`src/rtl/gold_code_gen.sv`:
```
// rtl/gold_code_gen.sv - parametrised Gold-code PRN generator with chip pacing, epoch and code-phase slew
// Optional GOLD_ELP_EN adds early/late chip outputs for the DLL.
module gold_code_gen #(
    parameter int                LFSR_W   = 10,
    parameter int                CODE_LEN = 1023,
    parameter logic [LFSR_W-1:0] G1_POLY  = 10'h204,
    parameter logic [LFSR_W-1:0] G2_POLY  = 10'h3A6,
    parameter int                TAP_W    = 4,
    parameter int                CNT_W    = 10
) (
    input  logic              clk,
    input  logic              rst,
    input  logic [LFSR_W-1:0] g1_init,
    input  logic [LFSR_W-1:0] g2_init,
    input  logic [TAP_W-1:0]  T0,
    input  logic [TAP_W-1:0]  T1,
    input  logic              chip_en,
    input  logic              reload,
    input  logic              slew_req,
    input  logic [CNT_W-1:0]  slew_chips,
    output logic              chip,
    output logic [CNT_W-1:0]  chip_cnt,
    output logic              epoch,
    output logic              slew_busy
`ifdef GOLD_ELP_EN
    ,
    output logic              chip_early,
    output logic              chip_late
`endif
);

    localparam logic [CNT_W-1:0] LAST = CNT_W'(CODE_LEN - 1);

    typedef enum logic {IDLE, SLEW} state_t;

    state_t            state;
    logic [LFSR_W-1:0] g1;
    logic [LFSR_W-1:0] g2;
    logic [CNT_W-1:0]  remaining;
    logic              at_last;
    logic              advance;

    function automatic logic [LFSR_W-1:0] lfsr_step(input logic [LFSR_W-1:0] s,
                                                     input logic [LFSR_W-1:0] poly);
        return {s[LFSR_W-2:0], ^(s & poly)};
    endfunction

    // Selectors are 1-based; anything outside 1..LFSR_W contributes 0.
    function automatic logic stage_tap(input logic [LFSR_W-1:0] s, input logic [TAP_W-1:0] t);
        logic r;
        r = 1'b0;
        for (int i = 0; i < LFSR_W; i++) begin
            if (int'(t) == i + 1) r = s[i];
        end
        return r;
    endfunction

    function automatic logic gold_out(input logic [LFSR_W-1:0] a, input logic [LFSR_W-1:0] b,
                                      input logic [TAP_W-1:0] t0, input logic [TAP_W-1:0] t1);
        return a[LFSR_W-1] ^ stage_tap(b, t0) ^ stage_tap(b, t1);
    endfunction

    assign at_last = (chip_cnt == LAST);
    assign advance = (state == SLEW) || chip_en;
    assign chip    = gold_out(g1, g2, T0, T1);

    always_ff @(posedge clk) begin
        if (rst || reload) begin
            g1        <= g1_init;
            g2        <= g2_init;
            chip_cnt  <= '0;
            epoch     <= 1'b0;
            slew_busy <= 1'b0;
            remaining <= '0;
            state     <= IDLE;
        end else begin
            epoch <= 1'b0;
            if (advance) begin
                if (at_last) begin
                    g1       <= g1_init;
                    g2       <= g2_init;
                    chip_cnt <= '0;
                    epoch    <= 1'b1;
                end else begin
                    g1       <= lfsr_step(g1, G1_POLY);
                    g2       <= lfsr_step(g2, G2_POLY);
                    chip_cnt <= chip_cnt + CNT_W'(1);
                end
            end
            // A chip_en during slew is absorbed by the slew advance, so only idle clocks count down.
            case (state)
                IDLE: begin
                    if (slew_req && (slew_chips != '0)) begin
                        state     <= SLEW;
                        remaining <= slew_chips;
                        slew_busy <= 1'b1;
                    end
                end
                SLEW: begin
                    if (!chip_en) begin
                        remaining <= remaining - CNT_W'(1);
                        if (remaining == CNT_W'(1)) begin
                            state     <= IDLE;
                            slew_busy <= 1'b0;
                        end
                    end
                end
            endcase
        end
    end

`ifdef GOLD_ELP_EN
    assign chip_early = at_last ? gold_out(g1_init, g2_init, T0, T1)
                                : gold_out(lfsr_step(g1, G1_POLY), lfsr_step(g2, G2_POLY), T0, T1);

    always_ff @(posedge clk) begin
        if (rst || reload) begin
            chip_late <= 1'b0;
        end else if (advance) begin
            chip_late <= chip;
        end
    end
`endif

endmodule

```
`config.mk`:
```
export PLATFORM = sky130hd
export DESIGN_NAME = gold_code_gen
export DESIGN_NICKNAME = d
export VERILOG_FILES = /design/src/rtl/gold_code_gen.sv
export SDC_FILE = /design/constraint.sdc
export NUM_CORES = 1
export LEC_CHECK = 0
export BUFFER_PORTS_ARGS = -buffer_cell sky130_fd_sc_hd__buf_4
export CORE_MARGIN = 1
export CORE_UTILIZATION = 45
export DETAILED_ROUTE_END_ITERATION = 12
export PLACE_DENSITY_LB_ADDON = 0.05
export SYNTH_ARGS = -nofsm -noshare
export SYNTH_HDL_FRONTEND = slang
export SYNTH_SLANG_ARGS = --single-unit
```
`constraint.sdc`:
```
create_clock -name clk -period 3.5 [get_ports clk]
set_clock_uncertainty 0.15 [all_clocks]
set_input_delay 0.7 -clock clk [delete_from_list [all_inputs] [get_ports clk]]
set_output_delay 0.7 -clock clk [all_outputs]
set_load 0.05 [all_outputs]
```
==> results of run 1 <==
## through the flow
stage	setup slack (ns)	utilization, %
after floorplan	0.305	-
after global placement	0.599	56.0
after detailed placement	0.592	56.0
after CTS	0.591	57.6
after global routing	0.518	57.6
final	0.597	57.6
## synth_stat cells, drive strengths merged (2+ instances only)
| library cell | count | share of area, % |
|---|---|---|
| a211oi | 2 | 0.62 |
| buf | 3 | 1.1 |
| nand4 | 4 | 1.0 |
| nor2b | 3 | 0.78 |
| nand3 | 4 | 1.3 |
| edfxtp | 20 | 25 |
| nor3 | 9 | 2.8 |
| nand2 | 23 | 3.6 |
| a21oi | 21 | 5.1 |
| xor2 | 6 | 2.2 |
| nor4 | 4 | 1.0 |
| nor2 | 35 | 5.5 |
| dfxtp | 23 | 19 |
| ha | 4 | 2.1 |
| mux2 | 18 | 11 |
| inv | 12 | 1.9 |
| or4 | 2 | 0.62 |
| o21ai | 13 | 2.7 |
| xnor2 | 10 | 3.6 |
| clkbuf | 4 | 0.67 |
| o2bb2ai | 2 | 0.73 |
| mux4 | 2 | 1.9 |
| a311oi | 2 | 0.99 |
## worst paths after layout
check / start / end / slack (ns) / cells past startpoint
worst min-delay path: remaining[9]$_SDFFE_PP0P_ / remaining[9]$_SDFFE_PP0P_ / 0.34 / 2
worst max register to register: state$_SDFF_PP0_ / g2[3]$_DFFE_PP_ / 1.34 / 2
worst max-delay path: T0[0] / chip / 0.60 / 7
worst min register to register: remaining[9]$_SDFFE_PP0P_ / remaining[9]$_SDFFE_PP0P_ / 0.34 / 2
## cell families (layout without fill, tap and decap cells)
family / count (synthesis) / after routing / share of synthesized area, %
simple gates: 87 / 87 / 17.7
compound gates: 51 / 51 / 14.3
flops: 43 / 43 / 44.0
mux: 20 / 20 / 12.4
buf+inv: 19 / 76 / 3.68
xor+xnor: 16 / 16 / 5.81
fa+ha+maj: 4 / 4 / 2.07
## sequential cells by signal (all words and copies together), names as in the netlist
| signal | flops |
|---|---|
| epoch | 1 |
| slew_busy | 1 |
| remaining | 10 |
| chip_cnt | 10 |
| state | 1 |
| g2 | 10 |
| g1 | 10 |
## layout by cell type (no fill, tap or decap), types with 3 or more instances in the layout
cell,count
sky130_fd_sc_hd__buf_4,56
sky130_fd_sc_hd__nor2_1,34
sky130_fd_sc_hd__nand2_1,23
sky130_fd_sc_hd__dfxtp_1,23
sky130_fd_sc_hd__edfxtp_1,20
sky130_fd_sc_hd__a21oi_1,18
sky130_fd_sc_hd__mux2_4,14
sky130_fd_sc_hd__o21ai_0,12
sky130_fd_sc_hd__inv_1,11
sky130_fd_sc_hd__xnor2_1,10
sky130_fd_sc_hd__nor3_1,7
sky130_fd_sc_hd__xor2_1,6
sky130_fd_sc_hd__clkbuf_8,5
sky130_fd_sc_hd__mux2_2,4
sky130_fd_sc_hd__nor4_1,4
sky130_fd_sc_hd__nand4_1,4
sky130_fd_sc_hd__ha_1,4
sky130_fd_sc_hd__nor2b_1,3
sky130_fd_sc_hd__nand3_1,3
## area by class of cell
cell class / count / area share, %
sequential: 43 / 35.8
multi-input combinational: 178 / 42.6
timing repair buffer: 56 / 14.2
clock buffer: 6 / 2.45
tap: 70 / 2.96
clock inverter: 2 / 0.422
inverter: 12 / 1.52
## power groups by stage
stage	clock, uW	combinational (uW)	sequential (uW)
6_report	312	233	592
5_1_grt	344	256	597
4_1_cts	321	234	593
3_5_place_dp	0	234	604
3_3_place_gp	0	233	603
2_1_floorplan	0	162	597
## metal layers
metal / vias up / GRT usage [%]
li1: 980 / -
met1: 860 / 25.1
met2: 41 / 30.0
met3: 2 / 5.89
met4: 0 / 4.32
met5: - / 0
## tightest hold or removal path, cell delays in order (launching register included)
cell                       delay [ns]
sky130_fd_sc_hd__dfxtp_1         0.33
sky130_fd_sc_hd__inv_1           0.06
sky130_fd_sc_hd__a221oi_2        0.05
==> results.sh, run 1 <==
export IMPL_timing_critical_path_fanout_max=7
export IMPL_finalSetupViolations=0
export IMPL_critical_path_top_delay_family="multiplexers"
export IMPL_routed_wirelength_microns=4920
export IMPL_wl_met2_microns=2280
export IMPL_grt_overflow_total=0
export IMPL_floorplan_initialDensity_pct=46.9
export IMPL_critPathBufInv=2
export IMPL_cts_buffer_depth=2
export IMPL_gpl_final_weighted_congestion=0.779
export IMPL_drt_wirelength_per_cell_microns=13.4
export IMPL_final_min_clock_period_ns=2.90
export IMPL_power_internal_uw=823
export IMPL_drt_iter0_drc=107
export IMPL_multiInputGateArea_sq_um=1260
export IMPL_timing_fmax_ghz=0.344
export IMPL_startpoint_type="input pin"
export IMPL_synth_edff_count=20
export IMPL_io_pins=56
export IMPL_numPortBuffers=55
export IMPL_postCtsSetupRepairBufs=0
export IMPL_dpl_hpwl_microns=3540
export IMPL_cts_hold_buf=0
export IMPL_die_width_microns=75.2
export IMPL_die_height_microns=75.2
export IMPL_detail_route_first_pass_iterations=4
export IMPL_yosysSeqAreaShare_pct=44.0
export IMPL_critical_path_max_stage_delay_ns=0.49
export IMPL_finalHoldViolCount=0
export IMPL_clk_root_buffer_cell="sky130_fd_sc_hd__clkbuf_8"
export IMPL_finish_net_count=343
export IMPL_power_share_combinational_pct=20.5
export IMPL_rsz0062_at_grt="no"
export IMPL_status="finished clean"
export IMPL_timing_final_crit_share_pct=83.0
export IMPL_drc=0
export IMPL_power_density_nw_per_um2=384
export IMPL_clkSinkCount=43
export IMPL_cts_tree="built"
export IMPL_grt_antenna_before_repair=0
export IMPL_postSynth_asyncResetShare_pct=0
export IMPL_worstMarginPinSlew_ns=0.864
export IMPL_post_synth_instance_area_sq_um=2410
export IMPL_clock_power_share_pct=27.4
export IMPL_route_layer_met1_wl_microns=2380
export IMPL_area_sequential_sq_um=1060
export IMPL_power_static_leakage_uw=0.00119
export IMPL_data_required_time_of_the_critical_path_ns=2.65
export IMPL_drv_max_cap_violation_count=0
export IMPL_clock_pin_slew_of_the_registers_on_the_worst_case_setup_and_hold_paths_ns=0.08
export IMPL_yosys_cell_types_count=48
export IMPL_timing_slew_headroom_pct=42.3
export IMPL_synth_ff_latch_count=43
export IMPL_layout_filler_cells=481
export IMPL_routed_via_density=5.13
export IMPL_cp_cell_instances="buf_4 -> mux4_2 -> a22oi_1 -> a21oi_2 -> xnor2_1 -> xnor2_1 -> buf_4"
export IMPL_num_vias=1883
export IMPL_grt_pass1_wl_microns=7820
export IMPL_p_sw_uw=314
export IMPL_dpl_cell_area_sq_um=2880
export IMPL_total_power_consumption_uw=1140
export IMPL_dominantRegCellSynth="sky130_fd_sc_hd__dfxtp_1"
export IMPL_syn_mean_instance_area_sq_um=10.1
export IMPL_postSynthCellCount=240
export IMPL_placed_cells=359
export IMPL_insertedDiodeCount=0
export IMPL_floorplan_rows=26
export IMPL_fp_dieArea_sq_um=5660
export IMPL_pin_count_of_the_biggest_net_entering_global_routing=25
export IMPL_deepest_level_of_the_cts_h_tree=2
export IMPL_vdd_drop_max_mv=0.238
export IMPL_yosys_warnings=0
export IMPL_final_layout_worst_hold_slack_ns=0.335
export IMPL_highest_layer="met4"
export IMPL_seq_power_share_pct=52.1
export IMPL_crit_slowest_cell="sky130_fd_sc_hd__mux4_2"
export IMPL_critical_path_endpoint_category="output pin"
export IMPL_number_of_buffers_created_by_cts=5
export IMPL_layout_cells_non_filler=367
export IMPL_global_route_usage_total_pct=18.8
export IMPL_worstHoldPathType="reg -> reg"
export IMPL_worst_setup_path_type="in -> out"
export IMPL_fp_coreArea_sq_um=5140
export IMPL_design_area_sq_um=2960
export IMPL_p_sw_share_pct=27.6
export IMPL_area_growth_synth_to_final_pct=22.8
export IMPL_final_max_slew_violation_count=0
export IMPL_worst_ep_arrival_time_ns=2.05
export IMPL_total_negative_slack_ns=0
export IMPL_clkLatencyLatePin_ns=0.29
export IMPL_syn_num_nets=287
export IMPL_antenna_violating_nets_post_route=0
export IMPL_fraction_of_layout_cells_with_a_size_suffix_above_1_pct=32.3
export IMPL_cts_repair_resize_count=0
export IMPL_wl_met3_microns=226
export IMPL_via_count_of_the_first_global_routing_pass=1653
(Power assumes the default switching activity.)
==> run 2: changes to the inputs <==
==> constraint.sdc (replaced) <==
create_clock -name clk -period 2.9 [get_ports clk]
set_clock_uncertainty 0.15 [all_clocks]
set_input_delay 0.58 -clock clk [delete_from_list [all_inputs] [get_ports clk]]
set_output_delay 0.58 -clock clk [all_outputs]
set_load 0.05 [all_outputs]
==> run 2 against run 1 <==
Compared with the run above: register-to-register slack got worse by 0.52 ns; utilization grew 1.5 points; combinational power is 24% higher; global-route usage is 0.95 points lower; final area up 2.7%; critical path type is now reg -> out; largest power group unchanged.
==> results.sh, run 2 (synthesized netlist as in run 1, its figures left out) <==
export IMPL_antenna_violating_nets_post_route=0
export IMPL_clkSinkCount=43
export IMPL_clk_root_buffer_cell="sky130_fd_sc_hd__clkbuf_8"
export IMPL_routed_via_density=5.17
export IMPL_grt_overflow_total=0
export IMPL_r2r_start="state$_SDFF_PP0_"
export IMPL_fp_coreArea_sq_um=5140
export IMPL_critical_path_max_stage_delay_ns=0.49
export IMPL_timing_slew_headroom_pct=55.2
export IMPL_worstMarginPinSlew_ns=0.666
export IMPL_total_negative_slack_ns=0
export IMPL_final_min_clock_period_ns=2.76
export IMPL_seq_power_share_pct=45.8
export IMPL_rsz0062_at_grt="no"
export IMPL_drc=0
export IMPL_status="finished clean"
export IMPL_die_width_microns=75.2
export IMPL_drv_max_cap_violation_count=0
export IMPL_area_growth_synth_to_final_pct=26.0
export IMPL_drt_iter0_drc=74
export IMPL_floorplan_rows=26
export IMPL_insertedDiodeCount=0
export IMPL_pin_count_of_the_biggest_net_entering_global_routing=25
export IMPL_power_static_leakage_uw=0.00122
export IMPL_finish_net_count=344
export IMPL_cts_buffer_depth=2
export IMPL_postCtsSetupRepairBufs=0
export IMPL_timing_final_crit_share_pct=95.2
export IMPL_clock_pin_slew_of_the_registers_on_the_worst_case_setup_and_hold_paths_ns=0.08
export IMPL_routed_wirelength_microns=4860
export IMPL_gpl_final_weighted_congestion=0.815
export IMPL_numPortBuffers=55
export IMPL_worstHoldPathType="reg -> reg"
export IMPL_final_max_slew_violation_count=0
export IMPL_p_sw_uw=387
export IMPL_clock_power_share_pct=35.6
export IMPL_finalHoldViolCount=0
export IMPL_power_share_combinational_pct=18.5
export IMPL_cts_repair_resize_count=0
export IMPL_final_core_utilization_pct=59.2
export IMPL_placed_cells=360
export IMPL_num_vias=1902
export IMPL_cts_tree="built"
export IMPL_critical_path_origin="g2[5]$_DFFE_PP_"
export IMPL_layout_commonest_cell="sky130_fd_sc_hd__buf_4"
export IMPL_die_height_microns=75.2
export IMPL_fp_dieArea_sq_um=5660
export IMPL_finalSetupViolations=0
export IMPL_timing_fmax_ghz=0.362
export IMPL_grt_pass1_wl_microns=7560
export IMPL_detail_route_first_pass_iterations=4
export IMPL_crit_slowest_cell="sky130_fd_sc_hd__mux4_2"
export IMPL_critical_path_endpoint_category="output pin"
export IMPL_grt_antenna_before_repair=0
export IMPL_cts_hold_buf=0
export IMPL_vdd_drop_max_mv=0.202
export IMPL_power_density_nw_per_um2=513
export IMPL_drt_wirelength_per_cell_microns=13.2
export IMPL_startpoint_type="flip-flop"
export IMPL_p_sw_share_pct=24.8
export IMPL_layout_cells_non_filler=368
export IMPL_global_route_usage_total_pct=17.8
export IMPL_timing_critical_path_fanout_max=4
export IMPL_power_internal_uw=1170
export IMPL_data_required_time_of_the_critical_path_ns=2.17
export IMPL_floorplan_initialDensity_pct=46.9
export IMPL_layout_filler_cells=478
export IMPL_layout_cells_most_common_list="56 x sky130_fd_sc_hd__buf_4, 34 x sky130_fd_sc_hd__nor2_1, 23 x sky130_fd_sc_hd__nand2_1, 23 x sky130_fd_sc_hd__dfxtp_1, 20 x sky130_fd_sc_hd__edfxtp_1"
export IMPL_worst_setup_path_type="reg -> out"
export IMPL_number_of_buffers_created_by_cts=5
export IMPL_cp_cell_instances="mux4_2 -> a22oi_1 -> a21oi_2 -> xnor2_1 -> xnor2_2 -> buf_4"
export IMPL_io_pins=56
export IMPL_worst_ep_arrival_time_ns=2.03
export IMPL_r2r_setup_slack_ns=0.82
export IMPL_fraction_of_layout_cells_with_a_size_suffix_above_1_pct=33.2
export IMPL_dpl_hpwl_microns=3490
export IMPL_via_count_of_the_first_global_routing_pass=1615
export IMPL_deepest_level_of_the_cts_h_tree=2
export IMPL_holdCritStartpoint="remaining[9]$_SDFFE_PP0P_"
export IMPL_clkLatencyLatePin_ns=0.30
## run 2: cell count changes in the layout (fill, tap and decap cells not counted)
cell | before | now
sky130_fd_sc_hd__clkinv_2 | 1 | 0
sky130_fd_sc_hd__bufinv_16 | 0 | 2
sky130_fd_sc_hd__clkbuf_1 | 1 | 0
sky130_fd_sc_hd__buf_12 | 0 | 1
sky130_fd_sc_hd__xnor2_1 | 10 | 9
sky130_fd_sc_hd__xnor2_2 | 0 | 1
## run 2: worst max-delay path, delay by kind of cell (launching register included)
| family | cells | cell delay (ns) |
|---|---|---|
| AO/OA/AOI/OAI | 2 | 0.23 |
| flip-flops | 1 | 0.46 |
| buffers and inverters | 1 | 0.21 |
| XOR/XNOR | 2 | 0.35 |
| multiplexers | 1 | 0.49 |
## run 2: final cells by class
type	count	area, sq um	share of cell area (%)
Multi-Input combinational cell	178	1270	41.8
Sequential cell	43	1060	34.9
Timing Repair Buffer	57	440	14.5
Tap cell	70	87.6	2.88
Clock buffer	5	68.8	2.26
Clock inverter	3	67.6	2.22
Inverter	12	45.0	1.48
## run 2: power groups by stage
stage,combinational (uW),sequential [uW],clock (uW)
after floorplan,200,721,0
after global placement,289,728,0
after detailed placement,290,728,0
after CTS,291,715,575
after global routing,315,720,600
final,289,715,556
## run 2: stage by stage
step | area, sq um | total power [uW] | hold WS, ns | setup WS (ns)
after CTS | 3040 | 1580 | 0.346 | 0.119
after detailed placement | 2900 | 1020 | 0.333 | 0.164
final | 3040 | 1560 | 0.348 | 0.139
after global placement | 2900 | 1020 | 0.321 | 0.180
after global routing | 3040 | 1640 | 0.387 | 0.0553
after floorplan | 2420 | 920 | 0.303 | 0.212
## run 2: layer usage
metal / wire (microns) / track usage, %
met1: 2350 / 24.1
met4: 44 / 4.94
met3: 207 / 4.28
met2: 2260 / 28.6
met5: 0 / 0
## run 2: worst paths after layout
kind                                             endpoint  cells after the start
worst max-delay path                                 chip                      6
worst min-delay path            remaining[9]$_SDFFE_PP0P_                      2
worst max register to register   chip_cnt[8]$_SDFFE_PP0N_                      6
worst min register to register  remaining[9]$_SDFFE_PP0P_                      2
==> run 3: changes to the inputs <==
--- a/config.mk
+++ b/config.mk
@@ -5,10 +5,10 @@
 export SDC_FILE = /design/constraint.sdc
 export NUM_CORES = 1
 export LEC_CHECK = 0
-export BUFFER_PORTS_ARGS = -buffer_cell sky130_fd_sc_hd__buf_4
 export CORE_MARGIN = 1
 export CORE_UTILIZATION = 45
 export DETAILED_ROUTE_END_ITERATION = 12
+export DONT_BUFFER_PORTS = 1
 export PLACE_DENSITY_LB_ADDON = 0.05
 export SYNTH_ARGS = -nofsm -noshare
 export SYNTH_HDL_FRONTEND = slang
==> run 3 against run 2 <==
Compared with the run above: sequential power is essentially flat; sequential cell count is the same; hold slack lost 0.0021 ns; critical path depth is the same; final area shrank 13%; power shrank 15%; via count shrank 5.6%; die area is the same; register-to-register slack lost 0.09 ns; sequential share of layout area grew 5.2 points; clock power shrank 33%; combinational power shrank 18%; largest cell class unchanged.
==> results.sh, run 3 (synthesized netlist as in run 1, its figures left out) <==
export IMPL_insertedDiodeCount=0
export IMPL_finalSetupViolations=0
export IMPL_power_static_leakage_uw=0.000987
export IMPL_final_min_clock_period_ns=2.77
export IMPL_finish_net_count=300
export IMPL_startpoint_type="flip-flop"
export IMPL_cts_buffer_depth=2
export IMPL_clk_root_buffer_cell="sky130_fd_sc_hd__clkbuf_8"
export IMPL_met1_usage_pct=21.6
export IMPL_timing_critical_path_fanout_max=4
export IMPL_grt_antenna_before_repair=0
export IMPL_reg2regPathDepth=8
export IMPL_worst_setup_path_type="reg -> out"
export IMPL_drt_wirelength_per_cell_microns=16.1
export IMPL_global_route_usage_total_pct=19.2
export IMPL_routed_wirelength_microns=5210
export IMPL_grt_pass1_wl_microns=8030
export IMPL_post_place_ws_ns=0.300
export IMPL_numPortBuffers=0
export IMPL_cts_hold_buf=0
export IMPL_layout_setup_ws_ns=0.129
export IMPL_clkLatencyLatePin_ns=0.29
export IMPL_timing_final_crit_share_pct=95.5
export IMPL_postCtsSetupRepairBufs=0
export IMPL_multiInputGateArea_sq_um=1270
export IMPL_worstHoldPathType="in -> reg"
export IMPL_clkSinkCount=43
export IMPL_total_negative_slack_ns=0
export IMPL_grt_overflow_total=0
export IMPL_num_vias=1795
export IMPL_floorplan_initialDensity_pct=46.9
export IMPL_io_pins=56
export IMPL_grtUsageMet2_pct=34.7
export IMPL_fp_dieArea_sq_um=5660
export IMPL_worst_ep_arrival_time_ns=2.04
export IMPL_dpl_hpwl_microns=3850
export IMPL_antenna_violating_nets_post_route=0
export IMPL_via_count_of_the_first_global_routing_pass=1776
export IMPL_routed_via_density=5.54
export IMPL_fp_coreArea_sq_um=5140
export IMPL_data_required_time_of_the_critical_path_ns=2.17
export IMPL_gr_max_usage_layer="met2"
export IMPL_timing_fmax_ghz=0.361
export IMPL_layout_filler_cells=516
export IMPL_fraction_of_layout_cells_with_a_size_suffix_above_1_pct=21.3
export IMPL_gpl_final_weighted_congestion=0.787
export IMPL_vdd_drop_max_mv=0.255
export IMPL_power_density_nw_per_um2=500
export IMPL_layout_cells_most_common_list="34 x sky130_fd_sc_hd__nor2_1, 23 x sky130_fd_sc_hd__nand2_1, 23 x sky130_fd_sc_hd__dfxtp_1, 20 x sky130_fd_sc_hd__edfxtp_1, 18 x sky130_fd_sc_hd__a21oi_1"
export IMPL_rsz0062_at_grt="no"
export IMPL_finalHoldViolCount=0
export IMPL_timing_slew_headroom_pct=56.7
export IMPL_cts_repair_resize_count=0
export IMPL_drc=0
export IMPL_layout_commonest_cell="sky130_fd_sc_hd__nor2_1"
export IMPL_grt_met3_usage_pct=6.29
export IMPL_drv_max_cap_violation_count=0
export IMPL_critical_path_endpoint_category="output pin"
export IMPL_status="finished clean"
export IMPL_total_power_consumption_uw=1330
export IMPL_hold_depth=1
export IMPL_floorplan_rows=26
export IMPL_die_height_microns=75.2
export IMPL_area_sequential_sq_um=1060
export IMPL_drt_iter0_drc=67
export IMPL_detail_route_first_pass_iterations=4
export IMPL_die_width_microns=75.2
export IMPL_number_of_buffers_created_by_cts=5
export IMPL_clock_pin_slew_of_the_registers_on_the_worst_case_setup_and_hold_paths_ns=0.08
export IMPL_final_max_slew_violation_count=0
export IMPL_area_growth_synth_to_final_pct=9.75
export IMPL_deepest_level_of_the_cts_h_tree=2
export IMPL_pin_count_of_the_biggest_net_entering_global_routing=25
export IMPL_cts_tree="built"
export IMPL_worstMarginPinSlew_ns=0.644
==> run 3: cell count changes in the layout (fill, tap and decap cells not counted) <==
cell	delta
sky130_fd_sc_hd__buf_4	-43
sky130_fd_sc_hd__bufinv_16	-2
sky130_fd_sc_hd__buf_12	-1
sky130_fd_sc_hd__clkbuf_1	+1
sky130_fd_sc_hd__clkinv_2	+1
sky130_fd_sc_hd__clkinv_4	+1
sky130_fd_sc_hd__clkinvlp_4	-1
==> run 3: worst paths after layout <==
kind                                    end                 startpoint  slack, ns
setup reg to reg            g2[2]$_DFFE_PP_   chip_cnt[0]$_SDFFE_PP0N_       0.73
setup / recovery                       chip            g2[5]$_DFFE_PP_       0.13
hold / removal              g1[5]$_DFFE_PP_                 g1_init[5]       0.35
hold reg to reg   remaining[8]$_SDFFE_PP0P_  remaining[8]$_SDFFE_PP0P_       0.35
==> run 3: final cells by class <==
cell class | count | area share (%)
Tap cell | 70 | 3.31
Timing Repair Buffer | 13 | 3.69
Multi-Input combinational cell | 178 | 48.0
Inverter | 12 | 1.70
Clock inverter | 2 | 0.520
Clock buffer | 6 | 2.74
Sequential cell | 43 | 40.1
==> run 3: per-stage QoR <==
stage / util [%] / area (sq um) / std cells / hold WS [ns]
2_1_floorplan: - / 2420 / 240 / 0.303
3_3_place_gp: 49.8 / 2560 / 316 / 0.318
3_5_place_dp: 49.8 / 2560 / 316 / 0.334
4_1_cts: 51.5 / 2650 / 324 / 0.329
5_1_grt: 51.5 / 2650 / 324 / 0.324
6_report: 51.5 / 2650 / 324 / 0.345
==> run 3: metal layers <==
metal | vias up | wire length (microns)
met5 | - | 0
met4 | 0 | 28
met3 | 2 | 348
met2 | 53 | 2670
met1 | 856 | 2160
li1 | 884 | -
==> run 3: power by group <==
part           internal [uW]  switching (uW)  total, uW
clock                    170             202        372
combinational            112             124        236
sequential               680            36.7        716
total                    962             363       1330
==> run 3: critical path: stages (launching register included) <==
cell,delay (ns)
sky130_fd_sc_hd__edfxtp_1,0.45
sky130_fd_sc_hd__mux4_2,0.48
sky130_fd_sc_hd__a22oi_1,0.20
sky130_fd_sc_hd__a21oi_2,0.06
sky130_fd_sc_hd__xnor2_1,0.22
sky130_fd_sc_hd__xnor2_2,0.13
sky130_fd_sc_hd__buf_4,0.21
